`src/rtl/multi_channel_collector.sv`:
```
`default_nettype none
// +--------------------------------------------------------------------------+
// | multi_channel_collector                                                  |
// | NUM_CH req/grant packet sink with round-robin arbiter, shared FIFO and   |
// | receive statistics. Define COLLECTOR_LATENCY_EN for latency tracking.    |
// | Revision: 1.0                                                            |
// +--------------------------------------------------------------------------+
module multi_channel_collector #(
  parameter int         dataWidth  = 32,
  parameter int         dim        = 4,
  parameter int         NUM_CH     = 2,
  parameter int         FIFO_DEPTH = 4,
  parameter logic [5:0] ModuleID   = 6'b000_000
) (
  input  logic                        clk,
  input  logic                        reset,
  input  logic [NUM_CH*dataWidth-1:0] PacketIn,
  input  logic [NUM_CH-1:0]           ReqUpStr,
  output logic [NUM_CH-1:0]           GntUpStr,
  output logic [NUM_CH-1:0]           UpStrFull,
  input  logic                        DrainEn,
  output logic                        RecValid,
  output logic [(dim-1)*2-1:0]        RecSenderID,
  output logic [9:0]                  RecPacketID,
  output logic [5:0]                  RecModuleID,
  output logic [31:0]                 RxCount,
  output logic [15:0]                 LastLatency,
  output logic [15:0]                 MaxLatency
);

  localparam int c_CH_W     = (NUM_CH > 1) ? $clog2(NUM_CH) : 1;
  localparam int c_ADDR_W   = $clog2(FIFO_DEPTH);
  localparam int c_CNT_W    = c_ADDR_W + 1;
  localparam int c_SENDER_W = (dim - 1) * 2;
  localparam int c_SRC_W    = dim * 4 - 10;

  typedef enum logic [0:0] {
    WAIT_REQ     = 1'b0,
    RECEIVE_DATA = 1'b1
  } chState_t;

  chState_t                r_state     [NUM_CH];
  chState_t                w_stateNext [NUM_CH];
  logic [NUM_CH-1:0]       w_eligible;
  logic                    w_pick;
  logic [c_CH_W-1:0]       w_winner;
  logic [c_CH_W-1:0]       w_idx;
  logic [c_CH_W-1:0]       r_rr;
  logic [dataWidth-1:0]    w_pushData;

  logic [dataWidth-1:0]    r_mem [FIFO_DEPTH];
  logic [c_ADDR_W-1:0]     r_wrPtr;
  logic [c_ADDR_W-1:0]     r_rdPtr;
  logic [c_CNT_W-1:0]      r_count;
  logic                    w_full;
  logic                    w_empty;
  logic                    w_push;
  logic                    w_pop;
  logic [dataWidth-1:0]    w_head;
  logic [c_SENDER_W-1:0]   w_sender;
  logic [31:0]             r_cycleCounter;
  logic                    w_unusedBits;

  always_ff @(posedge clk) begin
    if (reset) r_cycleCounter <= '0;
    else       r_cycleCounter <= r_cycleCounter + 32'd1;
  end

  // Per-channel FSM: state register and eligibility
  always_ff @(posedge clk) begin
    for (int i = 0; i < NUM_CH; i++) begin
      if (reset) r_state[i] <= WAIT_REQ;
      else       r_state[i] <= w_stateNext[i];
    end
  end

  always_comb begin
    w_eligible = '0;
    for (int i = 0; i < NUM_CH; i++)
      w_eligible[i] = (r_state[i] == WAIT_REQ) && ReqUpStr[i];
  end

  always_comb begin
    GntUpStr = '0;
    for (int i = 0; i < NUM_CH; i++) begin
      w_stateNext[i] = r_state[i];
      case (r_state[i])
        WAIT_REQ: begin
          if (w_pick && (w_winner == c_CH_W'(i))) w_stateNext[i] = RECEIVE_DATA;
        end
        RECEIVE_DATA: begin
          GntUpStr[i]    = 1'b1;
          w_stateNext[i] = WAIT_REQ;
        end
        default: w_stateNext[i] = WAIT_REQ;
      endcase
    end
  end

  // Round-robin search starting at r_rr; a full FIFO (pre-pop count) blocks the pick
  always_comb begin
    w_pick   = 1'b0;
    w_winner = '0;
    w_idx    = '0;
    for (int k = 0; k < NUM_CH; k++) begin
      w_idx = c_CH_W'((int'(r_rr) + k) % NUM_CH);
      if (!w_pick && w_eligible[w_idx]) begin
        w_pick   = 1'b1;
        w_winner = w_idx;
      end
    end
    if (w_full) w_pick = 1'b0;
  end

  always_comb begin
    w_pushData = '0;
    for (int i = 0; i < NUM_CH; i++)
      if (w_winner == c_CH_W'(i)) w_pushData = PacketIn[i*dataWidth +: dataWidth];
  end

  always_ff @(posedge clk) begin
    if (reset) begin
      r_rr <= '0;
    end else if (w_pick) begin
      if (w_winner == c_CH_W'(NUM_CH - 1)) r_rr <= '0;
      else                                 r_rr <= w_winner + 1'b1;
    end
  end

  assign w_full    = (r_count == c_CNT_W'(FIFO_DEPTH));
  assign w_empty   = (r_count == '0);
  assign w_push    = w_pick;
  assign w_pop     = DrainEn && !w_empty;
  assign w_head    = r_mem[r_rdPtr];
  assign UpStrFull = {NUM_CH{w_full}};

  always_ff @(posedge clk) begin
    if (!reset && w_push) r_mem[r_wrPtr] <= w_pushData;
  end

  always_ff @(posedge clk) begin
    if (reset) begin
      r_wrPtr <= '0;
      r_rdPtr <= '0;
      r_count <= '0;
    end else begin
      if (w_push) r_wrPtr <= r_wrPtr + 1'b1;
      if (w_pop)  r_rdPtr <= r_rdPtr + 1'b1;
      case ({w_push, w_pop})
        2'b10:   r_count <= r_count + 1'b1;
        2'b01:   r_count <= r_count - 1'b1;
        default: r_count <= r_count;
      endcase
    end
  end

  // Sender field width differs from the output width for dims other than 4
  if (c_SENDER_W <= c_SRC_W) begin : g_senderTrunc
    assign w_sender = w_head[c_SENDER_W-1:0];
  end else begin : g_senderPad
    assign w_sender = {{(c_SENDER_W - c_SRC_W){1'b0}}, w_head[c_SRC_W-1:0]};
  end

  always_ff @(posedge clk) begin
    if (reset) begin
      RecValid    <= 1'b0;
      RxCount     <= '0;
      RecSenderID <= '0;
      RecPacketID <= '0;
    end else begin
      RecValid <= w_pop;
      if (w_pop) begin
        RxCount     <= RxCount + 32'd1;
        RecSenderID <= w_sender;
        RecPacketID <= w_head[dim*4-1 -: 10];
      end
    end
  end

  assign RecModuleID = ModuleID;

`ifdef COLLECTOR_LATENCY_EN
  logic [15:0] w_latency;
  assign w_latency = r_cycleCounter[15:0] - w_head[dataWidth-1 -: 16];

  always_ff @(posedge clk) begin
    if (reset) begin
      LastLatency <= '0;
      MaxLatency  <= '0;
    end else if (w_pop) begin
      LastLatency <= w_latency;
      if (w_latency > MaxLatency) MaxLatency <= w_latency;
    end
  end
`else
  assign LastLatency = '0;
  assign MaxLatency  = '0;
`endif

  assign w_unusedBits = ^{r_cycleCounter, w_head};

endmodule
`default_nettype wire

```
`config.mk`:
```
export PLATFORM = sky130hd
export DESIGN_NAME = multi_channel_collector
export DESIGN_NICKNAME = d
export VERILOG_FILES = /design/src/rtl/multi_channel_collector.sv
export SDC_FILE = /design/constraint.sdc
export NUM_CORES = 1
export LEC_CHECK = 0
export CAP_MARGIN = 10
export CORE_AREA = 10 10 119 121
export CTS_CLUSTER_SIZE = 10
export DETAILED_ROUTE_END_ITERATION = 10
export DIE_AREA = 0 0 129 131
export PLACE_DENSITY = 0.79
export SLEW_MARGIN = 15
export SYNTH_ARGS = -nofsm -noshare
export SYNTH_HDL_FRONTEND = slang
export SYNTH_SLANG_ARGS = --single-unit
```
`constraint.sdc`:
```
create_clock -name clk -period 3.05 [get_ports clk]
set_input_delay 0.61 -clock clk [delete_from_list [all_inputs] [get_ports clk]]
set_output_delay 0.61 -clock clk [all_outputs]
set_load 0.005 [all_outputs]
```
**After elaboration in Yosys (flattened, before gate mapping)**

Memory sizes are Yosys's and may differ from the RTL's. A register that Yosys moved wholly into a read port is not among the register bits.
Index checks and enable logic that the tools add are counted.

- Add/sub/neg operators: 7
- Order comparisons: 2
- Equality and inequality tests: 3
- Muxes and demuxes: 25
- Bitwise gates (word level): 5
- Reductions and logical operators: 12

Operators with widths:

| kind | count |
|---|---|
| adder 32 x 1 -> 32 bit, second input constant | 1 |
| 2-to-1 mux 32 bit | 1 |
| 2-to-1 mux 1 bit | 21 |
| logical AND 1 bit | 7 |
| case mux 3 bit (2 select lines) | 1 |
| adder 2 x 1 -> 2 bit, second input constant | 2 |
| < comparator 1 x 2 -> 1 bit, second input constant | 2 |
| case mux 1 bit (2 select lines) | 2 |
| adder 3 x 1 -> 3 bit, second input constant | 1 |
| == test 3 bit, second input constant | 1 |
| logical NOT 1 bit | 3 |
| logical NOT 3 bit | 1 |
| inverter 1 bit | 3 |
| subtractor 3 x 1 -> 3 bit, second input constant | 1 |
| adder 1 bit, second input constant | 2 |
| == test 2 x 1 -> 1 bit, second input constant | 1 |
| == test 2 bit, second input constant | 1 |
| bitwise OR 1 bit | 2 |
| nonzero test 2 bit | 1 |

- Register bits after elaboration: 41
- RAM bits: 130
- Output and inout bits: 91
- Memories: 2

Memory list:

| name | words | bits a word | read ports | clocked after memory_dff | write ports | RTL line | text |
|---|---|---|---|---|---|---|---|
| r_mem | 4 | 32 | 1 | 1 | 1 | 51 | `logic [dataWidth-1:0] r_mem [FIFO_DEPTH];` |
| r_state | 2 | 1 | 2 | 0 | 2 | 42 | `chState_t r_state [NUM_CH];` |

**Logic depth before layout (Yosys ltp)**

Gate-level depths: netlist of run 1.
An unclocked memory read counts as a cell.

- Word-level depth: 14
- Depth in mapped cells: 10

**Worst setup path after synthesis of run 1**

No wires, ideal clock.

- Path kind: input-to-reg
- Start: in DrainEn
- End: reg r_count[2]
- Setup time: 0.070 ns
- Data arrival time: 2.323 ns
- Data required time: 2.980 ns
- Setup slack: 0.657 ns
- Stages: 9
- Path through: o31ai_2 inv_1 clkbuf_1 ha_1 inv_1 fa_1 xor2_1 or3_1 a21oi_1

- Word-level cells in the longest chain between the ends: 3
- Elaborated cells on any way between the ends: 5

RTL lines:

| item | RTL line | text |
|---|---|---|
| from (decl) | 21 | `input logic DrainEn,` |
| logical AND 1 bit (*) | 133 | `assign w_pop = DrainEn && !w_empty;` |
| net w_pop | 58 | `logic w_pop;` |
| == test 2 x 1 -> 1 bit or == test 2 bit (tied branches) | 149 | `case ({w_push, w_pop})` |
| case mux 3 bit (2 select lines) or nonzero test 2 bit (tied branches) | n/a |  |
| to (signal assigned) | 150 | `2'b10: r_count <= r_count + 1'b1;` |
| to (signal assigned) | 151 | `2'b01: r_count <= r_count - 1'b1;` |
| to (signal assigned) | 152 | `default: r_count <= r_count;` |
| to (decl) | 54 | `logic [c_CNT_W-1:0] r_count;` |

Mark *: on every way through the listed nets, which the timed path passes. The rest lies on a longest branch.
A chain may end at the register's enable or synchronous reset.

**Worst setup path after layout of run 1**

- Start: in DrainEn
- End: reg RxCount[19]

- Word-level cells in the longest chain between the ends: 1

RTL lines:

| item | RTL line | text |
|---|---|---|
| logical AND 1 bit | 133 |  |
| to (signal assigned) | 173 | `RxCount <= RxCount + 32'd1;` |
| to (decl) | 26 | `output logic [31:0] RxCount,` |

No other way between the ends.

==> results of run 1 <==
per-layer routing:
| metal | track usage | vias to the layer above | wire length [µm] | part of all wire |
|---|---|---|---|---|
| li1 | - | 1764 | - | - |
| met1 | 0.170 | 1789 | 5030 | 0.42 |
| met2 | 0.238 | 139 | 5790 | 0.48 |
| met3 | 0.0608 | 6 | 1140 | 0.094 |
| met4 | 0.0415 | 0 | 61 | 0.0051 |
| met5 | 0 | - | 0 | 0 |
worst paths after layout:
path / startpoint / end / slack [ns] / depth (start not counted)
setup / recovery: DrainEn / RxCount[19] / 0.53 / 7
hold / removal: RecPacketID[5] / RecPacketID[5] / 0.46 / 2
setup reg to reg: r_count[2] / r_count[2] / 0.61 / 9
hold reg to reg: RecPacketID[5] / RecPacketID[5] / 0.46 / 2
through the flow:
step                      utilization  hold WS [ns]
after floorplan                     -         0.452
after global placement          0.538         0.442
after detailed placement        0.538         0.449
after CTS                       0.587         0.457
after global routing            0.587         0.484
final                           0.587         0.455
flip-flops by register name (all words and copies together) (netlist names):
register     count
r_state          2
RxCount         32
RecValid         1
r_mem           64
RecPacketID     10
r_rdPtr          2
r_count          3
RecSenderID      6
r_wrPtr          2
r_rr             1
power by group:
part / total, mW / switching (mW) / internal, mW
combinational: 1.00 / 0.493 / 0.509
sequential: 2.09 / 0.117 / 1.97
clock: 1.94 / 0.788 / 1.15
critical path, cell delays in order:
cell and delay (ns):
clkdlybuf4s50_1 0.53, o31ai_4 0.21, inv_1 0.14, buf_4 0.29, nand3_1 0.33, nor4_1 0.31
mux2_2 0.37
kinds of logic after synthesis:
logic type / Yosys count
AND/OR/NAND/NOR: 146
flip-flops: 123
buffers and inverters: 83
AO/OA/AOI/OAI: 49
multiplexers: 43
XOR/XNOR: 14
adder cells (fa/ha/maj): 7
other: 1
area by class of cell:
cell class	instances	area, µm²
Fill cell	976	4870
Inverter	14	52.6
Timing Repair Buffer	98	953
Clock inverter	15	154
Sequential cell	123	3100
Clock buffer	17	425
Multi-Input combinational cell	297	2070
Tap cell	147	184
synth_stat cells:
master	number
a21oi_1	33
and2_1	7
and3_1	1
and4_1	4
buf_1	3
buf_2	4
buf_4	42
buf_6	1
clkbuf_1	19
conb_1	1
dfxtp_1	59
edfxtp_1	64
fa_1	1
ha_1	6
inv_1	14
mux2_2	25
mux2i_1	2
mux4_2	16
nand2_1	46
nand3_1	10
nand3b_1	1
nand4_1	5
nor2_1	29
nor2b_1	11
nor3_1	1
nor3b_1	1
nor4_1	10
nor4b_1	1
o21ai_0	5
o21ba_2	1
o31ai_1	6
o31ai_2	1
o41ai_1	3
or2_2	1
or3_1	6
or3b_2	1
or4_1	8
or4b_1	3
xnor2_1	8
xor2_1	6
==> flow_summary_export.csv, run 1 <==
group,metric,value,unit
worst_setup_path,worstPathArrival,2.80,ns
layout,layout_commonest_cell,"clkdlybuf4s50_1",
layout,final_nets,627,
sta,slew_violations,0,
grt,grt_max_degree,67,
floorplan,start_util,0.466,
placed_design,dp.cells,679,
grt,grt_pass1_vias,3803,
sta,setup_viol,0,
worst_hold_path,hold_path_class,"reg2reg",
yosys,synth_top_area_frac,0.349,
grt,grt_first_pass_wirelength,19400,µm
detailed_routing,drc,0,
detailed_routing,vias_per_cell,5.20,
yosys,synthAdderAreaFrac,0.0173,
placed_design,placed_cell_area,6360,µm²
yosys,yosys_warnings,0,
detailed_routing,drt_iter0_drc,276,
yosys,ys_ff_latch,123,
worst_setup_path,crit_required,3.33,ns
grt,track_usage,0.145,
yosys,synth_compound_area_frac,0.0516,
worst_setup_path,crit_path_end_kind,"register",
sta,worst_pin_slew,0.862,ns
detailed_routing,vias,3698,
yosys,synth_area_leaders,"edfxtp_1, dfxtp_1, mux4_2",
sta,period_share,0.825,
cts,root_buffer,"clkbuf_16",
layout,final_cells,711,
status,outcome,"complete, no violations",
cts,cts.clk_slew.worst_paths,0.06,ns
cts,cts-resized-gates,0,
sta,fin_setup_tns,0,ns
power,leakage,2.39,nW
cts,clkLatencyLatePin,0.41,ns
yosys,synthesis.area,5500,µm²
cts,tritoncts,"built",
floorplan,fp.dieH,131,µm
sta,setup_ws,0.534,ns
detailed_routing,dr.pass1.iters,4,
flow_run,maxCapViolations,0,
cts,cts_num_sinks,123,
detailed_routing,wl,12000,µm
power,power.total,5.04,mW
floorplan,dieArea,16900,µm²
layout,drive_gt1_frac,0.154,
placed_design,place_ws,0.114,ns
sta,rsz0062_at_grt,"false",
cts,post_cts_buffers,0,
worst_setup_path,cp_max_fo,23,
yosys,yosysUniqueCellTypes,40,
detailed_routing,ant_nets,0,
floorplan,ioPinCount,160,
layout,diodes,0,
worst_setup_path,crit_type,"in2reg",
floorplan,dieWidth,129,µm
floorplan,coreArea,11800,µm²
sta,fmax,397,MHz
yosys,avgSynthCellArea,11.8,µm²
cts,htreeDepth,4,
yosys,synth_mux_area_frac,0.120,
layout,design_area,6940,µm²
yosys,synth_xor_area_frac,0.0223,
sta,fin_crit,2.52,ns
yosys,yosys.area.top_type,"edfxtp_1",
cts,cts_hold_buf,0,
floorplan,rows,40,
power,powerDensity,726,nW/µm²
sta,relSlewSlack,0.425,
yosys,yosysSeqAreaShare,0.564,
placed_design,routabilityCongestion,0.781,
cts,cts_buffers,17,
grt,grt_overflow,0,
layout,syn_to_final_growth,26.1,%
cts,clockBufferDepth,2,
yosys,synth-simple-area-share,0.136,
detailed_routing,wl_per_cell,16.9,µm
placed_design,hpwl,8290,µm
yosys,syn_inst,466,
grt,antenna_found_initial,0,
power,ir_worst_vdd,448,µV
worst_setup_path,startpoint_type,"input port",
placed_design,io_buffers,89,
layout,layout_common_cells,"clkdlybuf4s50_1, edfxtp_1, dfxtp_1, nand2_1, conb_1",
sta,clock_skew,0.0137,ns
sta,finalHoldViolCount,0,
yosys,synth_top_family_by_area,"simple AND/OR/NAND/NOR gates",
Power figures use the tool's default switching activity.
==> run 2: changes to the inputs <==
==> constraint.sdc (replaced) <==
create_clock -name clk -period 2.54 [get_ports clk]
set_input_delay 0.508 -clock clk [delete_from_list [all_inputs] [get_ports clk]]
set_output_delay 0.508 -clock clk [all_outputs]
set_load 0.005 [all_outputs]
==> run 2 against run 1 <==
Effect of this change:
- sequential cell count is the same
- clock-buffer cell count increased by 2
- register-to-register slack worse by 0.43 ns
- clock skew down 0.0011 ns
- non-clock buffer count rose by 8
- sequential share of layout area decreased by 0.76 points
- final area grew 1.7%
- global-route usage is 0.32 points higher
- critical endpoint is now r_count[2]
==> flow_summary_export.csv, run 2 (synthesis results as in run 1) <==
group,metric,value,unit
status,outcome,"complete, no violations",
layout,largestRegisters,"r_mem x64, RxCount x32, RecPacketID x10",
cts,cts.clk_slew.worst_paths,0.05,ns
detailed_routing,drt_iter0_drc,307,
cts,clkLatencyLatePin,0.41,ns
sta,period_share,0.928,
worst_setup_path,rr_endpoint,"r_count[2]",
cts,cts_num_sinks,123,
floorplan,dieArea,16900,µm²
sta,rsz0062_at_grt,"false",
detailed_routing,vias,3752,
detailed_routing,dr.pass1.iters,4,
sta,slew_violations,0,
sta,fmax,424,MHz
power,power.total,6.09,mW
cts,cts_hold_buf,0,
sta,finalHoldViolCount,0,
cts,htreeDepth,4,
detailed_routing,wl_per_cell,17.0,µm
placed_design,io_buffers,89,
flow_run,maxCapViolations,0,
worst_setup_path,crit_start,"r_count[2]",
layout,layout_commonest_cell,"clkdlybuf4s50_1",
floorplan,fp.dieH,131,µm
layout,drive_gt1_frac,0.161,
worst_setup_path,rr_worst_depth,9,
layout,design_area,7060,µm²
placed_design,hpwl,8300,µm
cts,tritoncts,"built",
power,ir_worst_vdd,483,µV
cts,root_buffer,"clkbuf_16",
grt,grt_first_pass_wirelength,19500,µm
layout,final_cells,719,
layout,layout_common_cells,"clkdlybuf4s50_1, edfxtp_1, dfxtp_1, nand2_1, conb_1",
worst_setup_path,cp_max_fo,4,
worst_hold_path,hold_path_class,"reg2reg",
sta,fin_crit,2.36,ns
grt,grt_pass1_vias,3848,
floorplan,start_util,0.466,
worst_setup_path,r2r_setup_slack,0.18,ns
cts,cts-resized-gates,0,
detailed_routing,drc,0,
detailed_routing,wl,12200,µm
grt,track_usage,0.148,
worst_setup_path,crit_type,"reg2reg",
cts,post_cts_buffers,0,
layout,syn_to_final_growth,28.3,%
grt,grt_max_degree,67,
layout,final_nets,635,
sta,worst_pin_slew,0.706,ns
grt,antenna_found_initial,0,
worst_setup_path,endpoint,"r_count[2]",
floorplan,rows,40,
sta,clock_skew,0.0127,ns
placed_design,dp.cells,687,
placed_design,placed_cell_area,6480,µm²
layout,regMostFlops,"r_mem",
worst_setup_path,crit_path_end_kind,"register",
worst_setup_path,worstPathArrival,2.69,ns
layout,fill_cells,950,
placed_design,routabilityCongestion,0.780,
detailed_routing,ant_nets,0,
worst_setup_path,crit_required,2.87,ns
power,leakage,2.44,nW
cts,cts_buffers,17,
grt,grt_overflow,0,
layout,diodes,0,
sta,setup_viol,0,
cts,clockBufferDepth,2,
layout,largest_reg_flops,64,
worst_hold_path,worstHoldStart,"RecPacketID[5]",
worst_setup_path,startpoint_type,"register",
floorplan,ioPinCount,160,
detailed_routing,vias_per_cell,5.22,
floorplan,dieWidth,129,µm
floorplan,coreArea,11800,µm²
power,powerDensity,863,nW/µm²
sta,relSlewSlack,0.529,
worst_setup_path,r2r_start,"r_count[2]",
==> run 2: metal layers <==
layer	track usage	wire length (µm)	vias up
li1	-	-	1780
met1	0.173	4930	1813
met2	0.242	5860	152
met3	0.0588	1300	7
met4	0.0535	107	0
met5	0	0	-
==> run 2: worst min-delay path by stage <==
stage | end | slack, ns | cells past startpoint
after global placement | RecPacketID[5] | 0.44 | 2
final | RecPacketID[5] | 0.45 | 2
after floorplan | r_rr | 0.45 | 2
after global routing | RecPacketID[5] | 0.48 | 2
after detailed placement | RecPacketID[5] | 0.45 | 2
after CTS | RecPacketID[5] | 0.46 | 2
==> run 2: area by class of cell <==
class	count	area, µm²	area share
flip-flops and latches	123	3100	0.440
clock inverters	13	144	0.0204
multi-input cells	297	2070	0.293
repair buffers	106	1080	0.152
well taps	147	184	0.0261
inverters	14	52.6	0.00745
clock buffers	19	433	0.0613
==> run 2: power breakdown <==
group,internal [mW],leakage [nW],switching (mW),total (mW)
clock network,1.45,0.284,0.869,2.32
logic,0.661,1.10,0.611,1.27
registers,2.37,1.06,0.127,2.50
total,4.48,2.44,1.61,6.09
==> run 2: stage by stage <==
| stage | utilization | worst slack, ns | setup TNS (ns) | hold WS [ns] |
|---|---|---|---|---|
| 2_1_floorplan | - | 0.249 | 0 | 0.452 |
| 3_3_place_gp | 0.549 | -0.0379 | -0.0538 | 0.444 |
| 3_5_place_dp | 0.549 | -0.118 | -0.523 | 0.448 |
| 4_1_cts | 0.598 | 0.146 | 0 | 0.455 |
| 5_1_grt | 0.598 | 0.0481 | 0 | 0.476 |
| 6_report | 0.598 | 0.183 | 0 | 0.454 |
==> run 2: critical path, cell delays in order (launching register included) <==
cell and delay [ns]:
dfxtp_1 0.41, nor3b_1 0.37, o21ba_2 0.23, inv_1 0.05
ha_1 0.16, inv_1 0.05, fa_1 0.37, xor2_1 0.16
or3_1 0.31, a21oi_1 0.16
==> run 3: changes to the inputs <==
--- a/config.mk
+++ b/config.mk
@@ -5,13 +5,15 @@
 export SDC_FILE = /design/constraint.sdc
 export NUM_CORES = 1
 export LEC_CHECK = 0
+export ABC_AREA = 1
 export CAP_MARGIN = 10
-export CORE_AREA = 10 10 119 121
+export CORE_AREA = 10 10 121 123
 export CTS_CLUSTER_SIZE = 10
 export DETAILED_ROUTE_END_ITERATION = 10
-export DIE_AREA = 0 0 129 131
+export DIE_AREA = 0 0 131 133
 export PLACE_DENSITY = 0.79
 export SLEW_MARGIN = 15
 export SYNTH_ARGS = -nofsm -noshare
 export SYNTH_HDL_FRONTEND = slang
 export SYNTH_SLANG_ARGS = --single-unit
+export TNS_END_PERCENT = 5
==> run 3 against run 2 <==
Effect of this change:
- combinational power increased by 7%
- core utilization shrank 0.39 points
- die area increased by 3.1%
- clock power up 9.9%
- wire length grew 11%
- global-route usage increased by 0.86 points
- critical endpoint is now UpStrFull[1]
- highest routed layer unchanged
==> flow_summary_export.csv, run 3 <==
group,metric,value,unit
status,outcome,"complete, no violations",
yosys,synthesis.area,5760,µm²
grt,grt_overflow,0,
detailed_routing,vias_per_cell,4.82,
layout,layout_common_cells,"nor2_1, nand2_1, clkdlybuf4s50_1, edfxtp_1, dfxtp_1",
sta,setup_ws,0.450,ns
sta,period_share,0.823,
cts,cts_hold_buf,0,
layout,largestRegisters,"r_mem x64, RxCount x32, RecPacketID x10",
floorplan,coreArea,12400,µm²
yosys,synth.most_common_cell,"nor2_1",
cts,root_buffer,"clkbuf_16",
detailed_routing,dr.pass1.iters,5,
detailed_routing,drt_iter0_drc,399,
cts,htreeDepth,4,
cts,tritoncts,"built",
worst_setup_path,worstPathArrival,1.58,ns
grt,track_usage,0.156,
floorplan,start_util,0.466,
cts,cts-resized-gates,0,
cts,cts_num_sinks,123,
detailed_routing,vias,4539,
grt,grt_first_pass_wirelength,21500,µm
layout,largest_reg_flops,64,
layout,syn_to_final_growth,27.5,%
yosys,synthArstFlopShare,0,
placed_design,routabilityCongestion,0.847,
layout,design_area,7340,µm²
worst_setup_path,rr_worst_depth,10,
power,power_switching,1.81,mW
yosys,yosys.area.top_type,"edfxtp_1",
worst_hold_path,whs_path_depth,1,
cts,clockBufferDepth,2,
layout,final_nets,833,
detailed_routing,wl,13600,µm
power,powerDensity,876,nW/µm²
cts,clkLatencyLatePin,0.41,ns
sta,rsz0062_at_grt,"false",
detailed_routing,drc,0,
floorplan,rows,41,
sta,holdWs,0.489,ns
cts,cts.clk_slew.worst_paths,0.06,ns
cts,cts_buffers,17,
floorplan,ioPinCount,160,
worst_setup_path,r2r_setup_slack,0.69,ns
worst_setup_path,crit_path_end_kind,"output pin",
floorplan,dieWidth,131,µm
yosys,yosysSeqAreaShare,0.539,
sta,slew_violations,0,
power,power_frac_seq,0.392,
grt,antenna_found_initial,0,
power,leakage,2.80,nW
sta,worst_pin_slew,0.515,ns
layout,layout_commonest_cell,"nor2_1",
yosys,synth_edf_count,64,
sta,fin_crit,2.09,ns
worst_hold_path,hold_path_class,"reg2reg",
worst_setup_path,startpoint_type,"register",
floorplan,dieArea,17400,µm²
layout,fill_cells,1055,
placed_design,hpwl,9170,µm
placed_design,io_buffers,89,
yosys,syn_inst,664,
placed_design,placed_cell_area,6710,µm²
worst_setup_path,crit_required,2.03,ns
yosys,synth_area_leaders,"edfxtp_1, dfxtp_1, nor2_1",
detailed_routing,ant_nets,0,
layout,seq_area,3100,µm²
layout,post-route-util,0.594,
placed_design,dp.cells,910,
worst_setup_path,cp_max_fo,3,
layout,diodes,0,
yosys,synth_top_area_frac,0.334,
sta,setup_viol,0,
placed_design,place_ws,0.160,ns
detailed_routing,wl_per_cell,14.4,µm
yosys,yosys_warnings,0,
layout,drive_gt1_frac,0.0948,
sta,fmax,479,MHz
power,internal-power,4.62,mW
power,power_frac_comb,0.211,
layout,regMostFlops,"r_mem",
yosys,avgSynthCellArea,8.67,µm²
flow_run,maxCapViolations,0,
sta,fin_setup_tns,0,ns
sta,clock_skew,0.0110,ns
yosys,synth_common_cells,"nor2_1, nand2_1, edfxtp_1",
power,pwr-share-clk,0.397,
cts,post_cts_buffers,0,
yosys,yosysUniqueCellTypes,34,
layout,multi_input_area,2150,µm²
worst_setup_path,crit_type,"reg2out",
sta,relSlewSlack,0.656,
yosys,ys.flop_type,"edfxtp_1",
floorplan,fp.dieH,133,µm
power,power.total,6.43,mW
power,ir_worst_vdd,482,µV
grt,grt_max_degree,45,
layout,final_cells,942,
yosys,ys_ff_latch,123,
sta,finalHoldViolCount,0,
grt,grt_pass1_vias,4506,
power,swShare,0.282,
-- run 3: worst paths after layout --
| path | from | end |
|---|---|---|
| setup / recovery | r_count[1] | UpStrFull[1] |
| hold / removal | r_rr | r_rr |
| setup reg to reg | r_count[1] | r_count[2] |
| hold reg to reg | r_rr | r_rr |
-- run 3: critical path, cell delays in order (launching register included) --
cell and delay [ns]:
dfxtp_1 0.33, nor2_1 0.15, nand2_1 0.11, inv_1 0.09, clkdlybuf4s50_1 0.50
-- run 3: metal layers --
| metal | track usage | wire length [µm] |
|---|---|---|
| met5 | 0 | 0 |
| met1 | 0.173 | 5500 |
| met4 | 0.0711 | 292 |
| met2 | 0.268 | 6740 |
| met3 | 0.0463 | 1020 |
-- run 3: power by group through the flow --
stage               Combinational [mW]  Sequential [mW]  Clock (mW)
detailed placement                1.36             2.55           0
finish                            1.36             2.52        2.55
global placement                  1.32             2.55           0
floorplan                        0.871             2.53           0
global route                      1.52             2.54        2.69
CTS                               1.37             2.52        2.59
-- run 3: cell type report --
class                   instances  area share
multi-input cells             457       0.294
flip-flops and latches        123       0.423
clock buffers                  20      0.0609
clock inverters                12      0.0256
repair buffers                101       0.139
inverters                      57      0.0292
well taps                     172      0.0293
-- run 3: cell families after synthesis --
| kind of cell | share of synthesized area |
|---|---|
| AO/OA/AOI/OAI | 0.0991 |
| XOR/XNOR | 0.00761 |
| adder cells (fa/ha/maj) | 0.0165 |
| buffers and inverters | 0.111 |
| flip-flops | 0.539 |
| other | 0.000651 |
| AND/OR/NAND/NOR | 0.226 |
